[src/rtl/pwm_cap_pkg.sv]
// Shared types and helpers for the PWM duty capture block.
package pwm_cap_pkg;

  typedef enum logic [1:0] {
    StIdle,
    StMeas,
    StStuck
  } cap_state_e;

  // Saturated duty reported while the input is stuck: +M/2 when high, -M/2 when low.
  function automatic int sat_duty(input logic level, input int unsigned m);
    int half;
    half = int'(m / 2);
    return level ? half : -half;
  endfunction

endpackage

[src/rtl/pwm_cap_deglitch.sv]
// Stable-sample filter: dout follows din only after DG consecutive differing samples.
module pwm_cap_deglitch #(
  parameter int unsigned DG = 4
) (
  input  logic clk,
  input  logic rst,
  input  logic din,
  output logic dout
);

  localparam int unsigned CntW = $clog2(DG + 1);

  logic [CntW-1:0] cnt_q, cnt_d;
  logic            dout_q, dout_d;

  always_comb begin
    cnt_d  = '0;
    dout_d = dout_q;
    if (din != dout_q) begin
      if (cnt_q == CntW'(DG - 1)) begin
        dout_d = din;
      end else begin
        cnt_d = cnt_q + CntW'(1);
      end
    end
  end

  always_ff @(posedge clk) begin
    if (rst) begin
      cnt_q  <= '0;
      dout_q <= 1'b0;
    end else begin
      cnt_q  <= cnt_d;
      dout_q <= dout_d;
    end
  end

  assign dout = dout_q;

endmodule

[src/rtl/pwm_duty_capture.sv]
// Measures period, high time and signed duty of an incoming PWM waveform.
// Optional input deglitch filter enabled by defining PWMCAP_DEGLITCH_EN.
module pwm_duty_capture
  import pwm_cap_pkg::*;
#(
  parameter int unsigned W       = 16,
  parameter int unsigned M       = 1000,
  parameter int unsigned TIMEOUT = 4000,
  parameter int unsigned DG      = 4
) (
  input  logic                clk,
  input  logic                rst,
  input  logic                pwm_in,
  output logic                valid,
  output logic [W-1:0]        period,
  output logic [W-1:0]        high_time,
  output logic signed [W-1:0] duty,
  output logic                timeout
);

  localparam logic [W-1:0] TimeoutW = W'(TIMEOUT);

  logic sync1_q, sync2_q;
  logic level, level_q, rise;

  cap_state_e          state_q, state_d;
  logic [W-1:0]        cnt_q, cnt_d;
  logic [W-1:0]        hcnt_q, hcnt_d;
  logic                valid_q, valid_d;
  logic [W-1:0]        period_q, period_d;
  logic [W-1:0]        high_q, high_d;
  logic signed [W-1:0] duty_q, duty_d;
  logic                timeout_q, timeout_d;

  always_ff @(posedge clk) begin
    if (rst) begin
      sync1_q <= 1'b0;
      sync2_q <= 1'b0;
      level_q <= 1'b0;
    end else begin
      sync1_q <= pwm_in;
      sync2_q <= sync1_q;
      level_q <= level;
    end
  end

`ifdef PWMCAP_DEGLITCH_EN
  pwm_cap_deglitch #(
    .DG(DG)
  ) u_deglitch (
    .clk (clk),
    .rst (rst),
    .din (sync2_q),
    .dout(level)
  );
`else
  assign level = sync2_q;
`endif

  assign rise = level & ~level_q;

  always_comb begin
    state_d   = state_q;
    cnt_d     = cnt_q + W'(1);
    hcnt_d    = level ? hcnt_q + W'(1) : hcnt_q;
    valid_d   = 1'b0;
    period_d  = period_q;
    high_d    = high_q;
    duty_d    = duty_q;
    timeout_d = timeout_q;

    // An edge takes priority over a coincident timeout.
    if (rise) begin
      cnt_d  = W'(1);
      hcnt_d = W'(1);
      unique case (state_q)
        StIdle: state_d = StMeas;
        StMeas: begin
          valid_d  = 1'b1;
          period_d = cnt_q;
          high_d   = hcnt_q;
          // hcnt <= cnt, so the true difference always fits in W signed bits.
          duty_d   = hcnt_q - (cnt_q >> 1);
        end
        StStuck: begin
          state_d   = StMeas;
          timeout_d = 1'b0;
        end
        default: state_d = StIdle;
      endcase
    end else if (cnt_q == TimeoutW) begin
      state_d   = StStuck;
      valid_d   = 1'b1;
      timeout_d = 1'b1;
      period_d  = '0;
      high_d    = '0;
      duty_d    = W'(sat_duty(level, M));
      cnt_d     = W'(1);
      hcnt_d    = '0;
    end
  end

  always_ff @(posedge clk) begin
    if (rst) begin
      state_q   <= StIdle;
      cnt_q     <= '0;
      hcnt_q    <= '0;
      valid_q   <= 1'b0;
      period_q  <= '0;
      high_q    <= '0;
      duty_q    <= '0;
      timeout_q <= 1'b0;
    end else begin
      state_q   <= state_d;
      cnt_q     <= cnt_d;
      hcnt_q    <= hcnt_d;
      valid_q   <= valid_d;
      period_q  <= period_d;
      high_q    <= high_d;
      duty_q    <= duty_d;
      timeout_q <= timeout_d;
    end
  end

  assign valid     = valid_q;
  assign period    = period_q;
  assign high_time = high_q;
  assign duty      = duty_q;
  assign timeout   = timeout_q;

endmodule

[config.mk]
export PLATFORM = sky130hd
export DESIGN_NAME = pwm_duty_capture
export DESIGN_NICKNAME = d
export VERILOG_FILES = /design/src/rtl/pwm_cap_pkg.sv /design/src/rtl/pwm_cap_deglitch.sv /design/src/rtl/pwm_duty_capture.sv
export SDC_FILE = /design/constraint.sdc
export NUM_CORES = 1
export LEC_CHECK = 0
export BUFFER_PORTS_ARGS = -buffer_cell sky130_fd_sc_hd__buf_2
export CORE_MARGIN = 1.5
export CORE_UTILIZATION = 58
export DETAILED_ROUTE_END_ITERATION = 10
export GPL_TIMING_DRIVEN = 0
export PLACE_DENSITY = 0.8
export REMOVE_ABC_BUFFERS = 1
export SLEW_MARGIN = 20
export SYNTH_ARGS = -nofsm -noshare
export SYNTH_HDL_FRONTEND = slang
export SYNTH_SLANG_ARGS = --single-unit
[constraint.sdc]
create_clock -name clk -period 2.8 [get_ports clk]
set_clock_uncertainty 0.15 [all_clocks]
set_input_delay 0.56 -clock clk [delete_from_list [all_inputs] [get_ports clk]]
set_output_delay 0.56 -clock clk [all_outputs]
set_load 0.03 [all_outputs]
Word level (Yosys, flattened, before mapping)
Cells that the tools add are included.
Widths: inputs -> output; s select.
{"block": "op_classes", "add_sub_neg": 3, "eq_ne": 6, "mux": 23, "bitwise_logic": 2, "reduce_logical": 8}
{"operator": "$mux 16", "n": 9}
{"operator": "$add 16x1->16 const B", "n": 2}
{"operator": "$eq 16x12->1 const B", "n": 1}
{"operator": "$sub 16x15->16", "n": 1}
{"operator": "$mux 1", "n": 11}
{"operator": "$reduce_and 2->1", "n": 3}
{"operator": "$mux 2", "n": 2}
{"operator": "$ne 2x1->1 const B", "n": 2}
{"operator": "$pmux 2 s2", "n": 1}
{"operator": "$reduce_bool 3->1", "n": 1}
{"operator": "$reduce_or 3->1", "n": 1}
{"operator": "$eq 2x1->1 const B", "n": 1}
{"operator": "$eq 2x2->1 const B", "n": 1}
{"operator": "$logic_not 2->1", "n": 1}
{"operator": "$ne 2x2->1 const B", "n": 1}
{"operator": "$reduce_bool 2->1", "n": 1}
{"operator": "$reduce_or 2->1", "n": 1}
{"operator": "$and 1x1->1", "n": 1}
{"operator": "$not 1->1", "n": 1}
{"block": "totals", "ff_bits": 87, "in_bits": 3, "out_inout_bits": 50, "elab_cells": 55}

Longest topological paths before layout
Gate-level depths: netlist (run 1).
{"block": "depth", "depth_word": 4, "depth_mapped": 10, "ltp_nobuf": 9}

Worst setup path before layout (run 1)
Ideal clock, no wire load.
{"block": "synth_timing", "kind": "register to register", "from": "reg hcnt_q[0]", "to": "reg duty_q[12] (netlist: duty[12])", "setup_ps": 132, "arrival_time_ps": 2056, "required_time_ps": 2518, "slack_ps": 462, "stages_incl_launch_ff": 10, "path_buffers": 0, "period_less_slack_ps": 2338, "path_cell_list": "dfxtp_1 -> inv_1 -> ha_1 -> fa_1 -> nor2b_1 -> o31a_1 -> o21ai_1 -> o311ai_0 -> xnor2_1 -> o32ai_1"}
{"block": "synth_via", "elab_chain_cells": 3}
{"element": "start: declaration", "line": "pwm_duty_capture.sv:28", "source": "logic [W-1:0] hcnt_q, hcnt_d;"}
{"element": "start signal: assignment", "line": "pwm_duty_capture.sv:116", "source": "hcnt_q <= hcnt_d;"}
{"element": "$sub 16x15->16", "line": "pwm_duty_capture.sv:83", "source": "duty_d = hcnt_q - (cnt_q >> 1);"}
{"element": "$mux 16", "line": "pwm_duty_capture.sv:76", "source": "unique case (state_q)"}
{"element": "$mux 16", "line": "pwm_duty_capture.sv:73", "source": "if (rise) begin"}
{"element": "end signal: assignment", "line": "pwm_duty_capture.sv:120", "source": "duty_q <= duty_d;"}
{"element": "end: declaration", "line": "pwm_duty_capture.sv:32", "source": "logic signed [W-1:0] duty_q, duty_d;"}
No other way between the ends. The select of a mux whose other input is x is not followed.
A chain may end at the register's enable or synchronous reset.

Worst setup path in the final report (run 1)
{"block": "layout_timing", "from": "reg cnt_q[12]", "to": "reg duty_q[15] (netlist: duty[15])"}
{"block": "layout_via", "elab_chain_cells": 3, "elab_cells_between_ends": 6, "cone_classes": "add/sub: 1; eq/ne: 1; mux: 2; reduce/logical: 2"}
{"element": "start: declaration", "line": "pwm_duty_capture.sv:27", "source": "logic [W-1:0] cnt_q, cnt_d;"}
{"element": "start signal: assignment", "line": "pwm_duty_capture.sv:115", "source": "cnt_q <= cnt_d;"}
{"element": "$sub 16x15->16 / $eq 16x12->1 (equally long branches)", "line": "pwm_duty_capture.sv:83, pwm_duty_capture.sv:91"}
{"element": "$mux 16 / $reduce_bool 2->1 (equally long branches)"}
{"element": "$mux 16 / $reduce_and 2->1 (equally long branches)"}
Parallel ways exist; a longest one is shown, timed or not. The select of a mux whose other input is x is not followed.

==> implementation parameters, run 1 <==
Parameter                              Value

Outcome
  Result of the run ... finished, final reports clean

STA
  Worst slew margin relative to its limit ... 30.63%
  Total negative setup slack ... 0 ns
  Slew of the pin with the lowest slew margin ... 1.041 ns
  Number of hold violations in the final report ... 0
  Top achievable clock speed ... 380.2 MHz
  Final Setup Violations ... 0
  Setup repair after global routing missed its margin ... no
  Max Slew Vio Count ... 0
  Post-layout minimum cycle time ... 2.630 ns
  Post-route clock period utilization ... 93.95%
  Post-route setup slack ... 0.1695 ns

Final layout
  Antenna fix cells ... 0
  Most common cell after layout, fill and taps aside ... nor2_1
  Post-Layout Cell Count ... 631
  Post-Route Utilization ... 68.96%
  Top library cells by usage in the layout, fill and taps aside ... nor2_1, dfxtp_1, buf_2
  Fraction of final layout cells sized beyond drive strength 1 ... 14.77%
  Area growth from synthesis to layout ... 13.97%
  Layout net count ... 553

Pwr
  Net switching power ... 0.5715 mW
  Standby leakage power ... 1.955 nW
  Sequential power share ... 50.4%
  Max VDD drop ... 316.9 uV
  Cell area power density ... 527.7 mW/mm2
  Clock power share ... 43.6%
  Combinational group share of total power ... 6.0%
  Sw Share ... 22.86%
  Internal power ... 1.928 mW

Synth
  Mux contribution to synthesized area ... 0.7526%
  Dominant synthesized flop cell ... dfxtp_1
  Synth warnings ... 0
  Asr flop ratio synth ... 0%
  Simple-gate share of the synthesized area ... 21.34%
  Number of synthesized flops with an enable pin ... 0
  Synth top area share ... 41.90%
  Adder-cell share of the synthesized area ... 6.201%
  Largest family of logic cells by synthesized area ... simple AND/OR/NAND/NOR gates
  Parity-gate share of the synthesized area counting xor and xnor cells ... 7.164%
  Synth top area cells ... dfxtp_1, nor2_1, a22oi_1
  Compound-cell area share of the yosys netlist ... 17.61%
  Cell count after synthesis ... 491
  Top cell type by total area after synthesis ... dfxtp_1
  Number of storage elements in the synthesis netlist ... 87
  Mean instance size in the synthesized netlist ... 8.465 um2
  Count of distinct cell types in the synthesized netlist ... 51
  Post-synthesis sequential area ratio ... 41.90%
  Area of the mapped netlist ... 0.004156 mm2

Drt
  Remaining antenna violation count after routing ... 0
  Via count ... 3,647
  Number of DRC markers after the initial detailed-route iteration ... 242
  Final wirelength ... 9451 um
  Routed via count divided by cell count ... 5.780
  # DRC ... 0
  Avg WL per Cell ... 14.98 um
  DR pass1 iterations ... 5

Worst setup path
  Startpoint type of the worst setup path ... flop
  Crit Reg-Reg Startpoint ... cnt_q[12]$_SDFF_PP0_
  Kind of capture point of the worst setup path ... flop
  Crit Reg-Reg Endpoint ... duty[15]$_SDFFE_PP0P_
  Launching element of the worst setup path ... cnt_q[12]$_SDFF_PP0_
  Critical Path, Cell by Cell ... inv_1 > ha_1 > nand2_1 > or4_1 > a2111o_1 > nand3_1 > xor2_1 > a221oi_1
  Worst endpoint data arrival time ... 2.67 ns
  Worst Reg-to-Reg Cells ... 8
  Largest driver fanout on the critical path ... 7
  CP Data Required Time ... 2.84 ns
  Worst stage delay on the critical path ... 0.54 ns
  Cell with the largest stage delay on the worst path ... or4_1
  Crit Path Category ... reg2reg
  Slack of the worst reg-to-reg path ... 0.17 ns

Min path
  Terminating pin of the worst hold path ... sync1_q$_SDFF_PP0_
  Hold crit path type ... in2reg
  Instance count along the most critical hold path ... 2
  Source of the worst hold timing path ... pwm_in

Clock network
  Clk_lat worst skew ... 0.37 ns
  Clk root buf ... clkbuf_8
  CTS H-tree lvls ... 3
  Reg clk slew, reported paths ... 0.09 ns
  Number of buffers created by CTS ... 9
  Buffer levels on the longest clock path ... 2
  CTS tree ... built
  TritonCTS Sinks ... 87
  Setup Fix Bufs, Post-CTS ... 0

GRT
  Number of global-route vias before repair ... 3,328
  GRT Total Usage ... 25.73%
  Residual overflow from global routing ... 0
  Global-route wire length before repair ... 15,640 um
  Pin count of the biggest net entering global routing ... 61
  Antenna violations before repair ... 0

Place
  Final weighted congestion of routability-driven global placement ... 0.8908
  Inst Count DP ... 615
  HPWL after detailed placement ... 6602 um
  Dpl ws ... 0.02129 ns
  PortBufs ... 52

Floorplanning
  Die span in y ... 87.66 um
  Horizontal die dimension ... 87.66 um
  Starting density of the core ... 60.51%
  Cell row count ... 30
  DIE AREA ... 0.007683 mm2
  Core outline area ... 0.006869 mm2
  Number of I/O pins ... 53

Job
  Max_cap viols ... 0
-- metrics by stage --
step / hold WS (ns) / instance area [um2] / power [mW]
finish: 0.2547 / 4737 / 2.500
global route: 0.2592 / 4737 / 2.576
CTS: 0.2622 / 4725 / 2.502
detailed placement: 0.2782 / 4472 / 1.431
global placement: 0.2678 / 4410 / 1.427
floorplan: 0.2638 / 4030 / 1.387
-- synthesized netlist by cell type (all sizes together) (3+ instances only) --
cell,number
nor2b,8
and3,8
o211ai,4
clkbuf,17
buf,10
a311oi,3
and4,3
a22oi,32
nand2b,3
nand3,15
o21ai,17
nand4,7
nor3,15
xnor2,21
dfxtp,87
xor2,13
or3,3
nor2,90
a221oi,3
ha,19
a21oi,28
inv,22
nand2,28
o21a,4
-- routing by layer --
metal  up-vias  wire [um]  global-route usage, %  part of all wire, %
li1       1787          -                      -                    -
met5         -          0                      0                    0
met1      1756       4304                  33.92                   46
met3         7        457                  4.807                  4.8
met4         0         74                  6.638                 0.78
met2        97       4616                  43.50                   49
-- repair_timing --
action,in CTS,in global routing
setup endpoints to repair,0,2
gates resized for setup,0,3
hold buffers,0,0
endpoints found under the hold margin,0,0
-- power groups by stage --
stage / clock network, mW / logic [mW] / registers, mW
floorplan: 0 / 0.0981 / 1.29
global placement: 0 / 0.139 / 1.29
detailed placement: 0 / 0.143 / 1.29
CTS: 1.10 / 0.145 / 1.26
global route: 1.15 / 0.167 / 1.26
finish: 1.09 / 0.149 / 1.26
-- state kept, by name, summed over array words and instances (netlist names), 2 cells and up --
| register | count |
|---|---|
| state_q | 2 |
| hcnt_q | 16 |
| cnt_q | 16 |
| duty | 16 |
| high_time | 16 |
| period | 16 |
-- area by class of cell --
| cell class | instances | area, um2 |
|---|---|---|
| Clock buffer | 10 | 137.6 |
| Clock inverter | 6 | 115.1 |
| Fill cell | 585 | 2132 |
| Inverter | 22 | 82.58 |
| Multi-Input combinational cell | 355 | 2226 |
| Sequential cell | 87 | 1742 |
| Tap cell | 96 | 120.1 |
| Timing Repair Buffer | 55 | 314.1 |
-- cell families after synthesis --
logic type,count (synthesis)
and+or+nand+nor,189
AOI/OAI and AO/OA,109
DFF,87
buffers and inverters,49
xor gates and xnor gates,34
adders and majority gates,20
muxes,3
-- worst max path at each step --
stage                                        to  slack [ns]  cells past startpoint
after floorplan           duty[13]$_SDFFE_PP0P_       -0.23                      5
after global placement    duty[15]$_SDFFE_PP0P_       -1.21                      5
after detailed placement   cnt_q[15]$_SDFF_PP0_        0.02                      3
after CTS                 duty[12]$_SDFFE_PP0P_        0.08                      9
after global routing       duty[9]$_SDFFE_PP0P_        0.03                      5
final                     duty[15]$_SDFFE_PP0P_        0.17                      8
-- critical path: cells and delay by family, from the launching register on --
family / cells / cell delay, ns
xor+xnor: 1 / 0.16
flops: 1 / 0.44
simple gates: 3 / 0.77
fa+ha+maj: 1 / 0.43
compound gates: 2 / 0.41
buf+inv: 1 / 0.11
Power figures use the tool's default switching activity.
==> run 2, diff against run 1 <==
- CORE_ASPECT_RATIO: not set -> 1.4
==> run 2 against run 1 <==
  * Combinational power about the same
  * Die area about the same
  * First-iteration DRC count up 2.9%
  * Hold slack better by 0.0063 ns
  * Fmax up 1.2%
  * Routed wire length down 2.2%
  * Non-clock buffer count unchanged
  * Critical path depth unchanged
  * Utilization down 1.1 points
==> implementation parameters, run 2 (synthesis gave the netlist of run 1 again) <==
Parameter                              Value

Final layout
  Layout net count ... 553 (unchanged)
  Fraction of final layout cells sized beyond drive strength 1 ... 14.61% (-0.16 points)
  Top library cells by usage in the layout, fill and taps aside ... nor2_1, dfxtp_1, buf_2
  Post-Layout Cell Count ... 629 (-0.32%)
  Design area ... 0.004711 mm2 (-0.55%)
  Post-Route Utilization ... 67.91% (-1.1 points)
  Area growth from synthesis to layout ... 13.34%
  Antenna fix cells ... 0 (unchanged)
  Most common cell after layout, fill and taps aside ... nor2_1

Floorplanning
  Starting density of the core ... 59.92% (-0.59 points)
  Cell row count ... 36 (+20%)
  DIE AREA ... 0.007690 mm2 (about the same)
  Die span in y ... 103.2 um (+18%)
  Core outline area ... 0.006937 mm2 (+0.98%)
  Number of I/O pins ... 53 (unchanged)
  Horizontal die dimension ... 74.55 um (-15%)

Pwr
  Max VDD drop ... 451.0 uV (+42%)
  Post-route total power ... 2.398 mW (-4.1%)
  Standby leakage power ... 1.949 nW (-0.32%)
  Cell area power density ... 509.1 mW/mm2 (-3.5%)

Drt
  # DRC ... 0 (unchanged)
  Avg WL per Cell ... 14.69 um (-1.9%)
  Routed via count divided by cell count ... 5.690 (-1.6%)
  Final wirelength ... 9241 um (-2.2%)
  Number of DRC markers after the initial detailed-route iteration ... 249 (+2.9%)
  DR pass1 iterations ... 5 (unchanged)
  Via count ... 3,579 (-1.9%)
  Remaining antenna violation count after routing ... 0 (unchanged)

Worst setup path
  CP Data Required Time ... 2.84 ns (about the same)
  Kind of capture point of the worst setup path ... flop
  Largest driver fanout on the critical path ... 7 (unchanged)
  Worst endpoint data arrival time ... 2.64 ns (-0.03 ns)
  Crit Path Category ... reg2reg
  Startpoint type of the worst setup path ... flop

Clock network
  CTS H-tree lvls ... 3 (unchanged)
  TritonCTS Sinks ... 87 (unchanged)
  CTS tree ... built
  Reg clk slew, reported paths ... 0.09 ns (about the same)
  Clk_lat worst skew ... 0.37 ns (about the same)
  Number of buffers created by CTS ... 9 (unchanged)
  Buffer levels on the longest clock path ... 2 (unchanged)
  Setup Fix Bufs, Post-CTS ... 0 (unchanged)
  Clk root buf ... clkbuf_8

GRT
  Antenna violations before repair ... 0 (unchanged)
  Global-route wire length before repair ... 15,420 um (-1.4%)
  Residual overflow from global routing ... 0 (unchanged)
  Number of global-route vias before repair ... 3,304 (-0.72%)
  GRT Total Usage ... 25.97% (+0.24 points)
  Pin count of the biggest net entering global routing ... 61 (unchanged)

Place
  HPWL after detailed placement ... 6612 um (+0.15%)
  Final weighted congestion of routability-driven global placement ... 0.8518 (-4.4%)
  Post-detailed-placement cell area ... 0.004471 mm2 (about the same)
  Inst Count DP ... 614 (-0.16%)
  PortBufs ... 52 (unchanged)
  Dpl ws ... 0.007532 ns (-0.01376 ns)

STA
  Max Slew Vio Count ... 0 (unchanged)
  Post-layout minimum cycle time ... 2.598 ns (-0.03226 ns)
  Post-route worst hold slack ... 0.2610 ns (+0.006267 ns)
  Worst slew margin relative to its limit ... 31.92% (+1.3 points)
  Top achievable clock speed ... 384.9 MHz (+1.2%)
  Number of hold violations in the final report ... 0 (unchanged)
  Final Setup Violations ... 0 (unchanged)
  Slew of the pin with the lowest slew margin ... 1.021 ns (-0.01933 ns)
  Post-route setup slack ... 0.2018 ns (+0.03226 ns)
  Setup repair after global routing missed its margin ... no
  Post-route clock period utilization ... 92.79% (-1.2 points)
  Total negative setup slack ... 0 ns (unchanged)

Min path
  Hold crit path type ... in2reg

Job
  Max_cap viols ... 0 (unchanged)

Outcome
  Result of the run ... finished, final reports clean
-- run 2: cell types whose count changed in the layout (fill, tap and decap cells not counted), sizes merged --
cell      previous run  this run
clkbuf              10        12
bufinv               3         2
clkinvlp             1         0
inv                 24        22
clkinv               0         1
-- run 2: critical path, stage by stage (launching register included) --
cell      delay (ns)
dfxtp_1         0.42
inv_1           0.10
ha_1            0.42
nand2_1         0.14
or4_1           0.53
a2111o_1        0.31
nand3_1         0.09
xor2_1          0.17
a221oi_1        0.09
-- run 2: path summary, 6_finish.rpt --
path	start	to	slack, ns	cells after the start
setup / recovery	cnt_q[12]$_SDFF_PP0_	duty[15]$_SDFFE_PP0P_	0.20	8
hold / removal	pwm_in	sync1_q$_SDFF_PP0_	0.26	2
setup reg to reg	cnt_q[12]$_SDFF_PP0_	duty[15]$_SDFFE_PP0P_	0.20	8
hold reg to reg	duty[7]$_SDFFE_PP0P_	duty[7]$_SDFFE_PP0P_	0.30	2
-- run 2: final cells by class --
class | count | area, um2
timing repair buffer | 55 | 314.1
clock buffer | 12 | 165.2
clock inverter | 3 | 65.06
inverter | 22 | 82.58
multi-input combinational | 355 | 2222
sequential | 87 | 1743
fill | 616 | 2226
tap | 95 | 118.9
-- run 2: per-layer routing --
layer | vias up | global-route usage [%] | wire (um)
met1 | 1672 | 31.69 | 3979
met4 | 0 | 13.01 | 278
li1 | 1794 | - | -
met2 | 94 | 43.75 | 4610
met5 | - | 0 | 0
met3 | 19 | 4.203 | 373
-- run 2: power breakdown --
part           leakage, nW  total (mW)  switching [mW]  internal [mW]
Clock                0.118       0.990           0.421          0.569
Sequential           0.702        1.26          0.0152           1.25
Combinational         1.13       0.148          0.0895         0.0589
-- run 2: what timing repair did --
| item | CTS | global route |
|---|---|---|
| resized for setup | 0 | 3 |
| hold buffers | 0 | 0 |
| endpoints found under the hold margin | 0 | 0 |
| endpoints found under the setup margin | 0 | 2 |
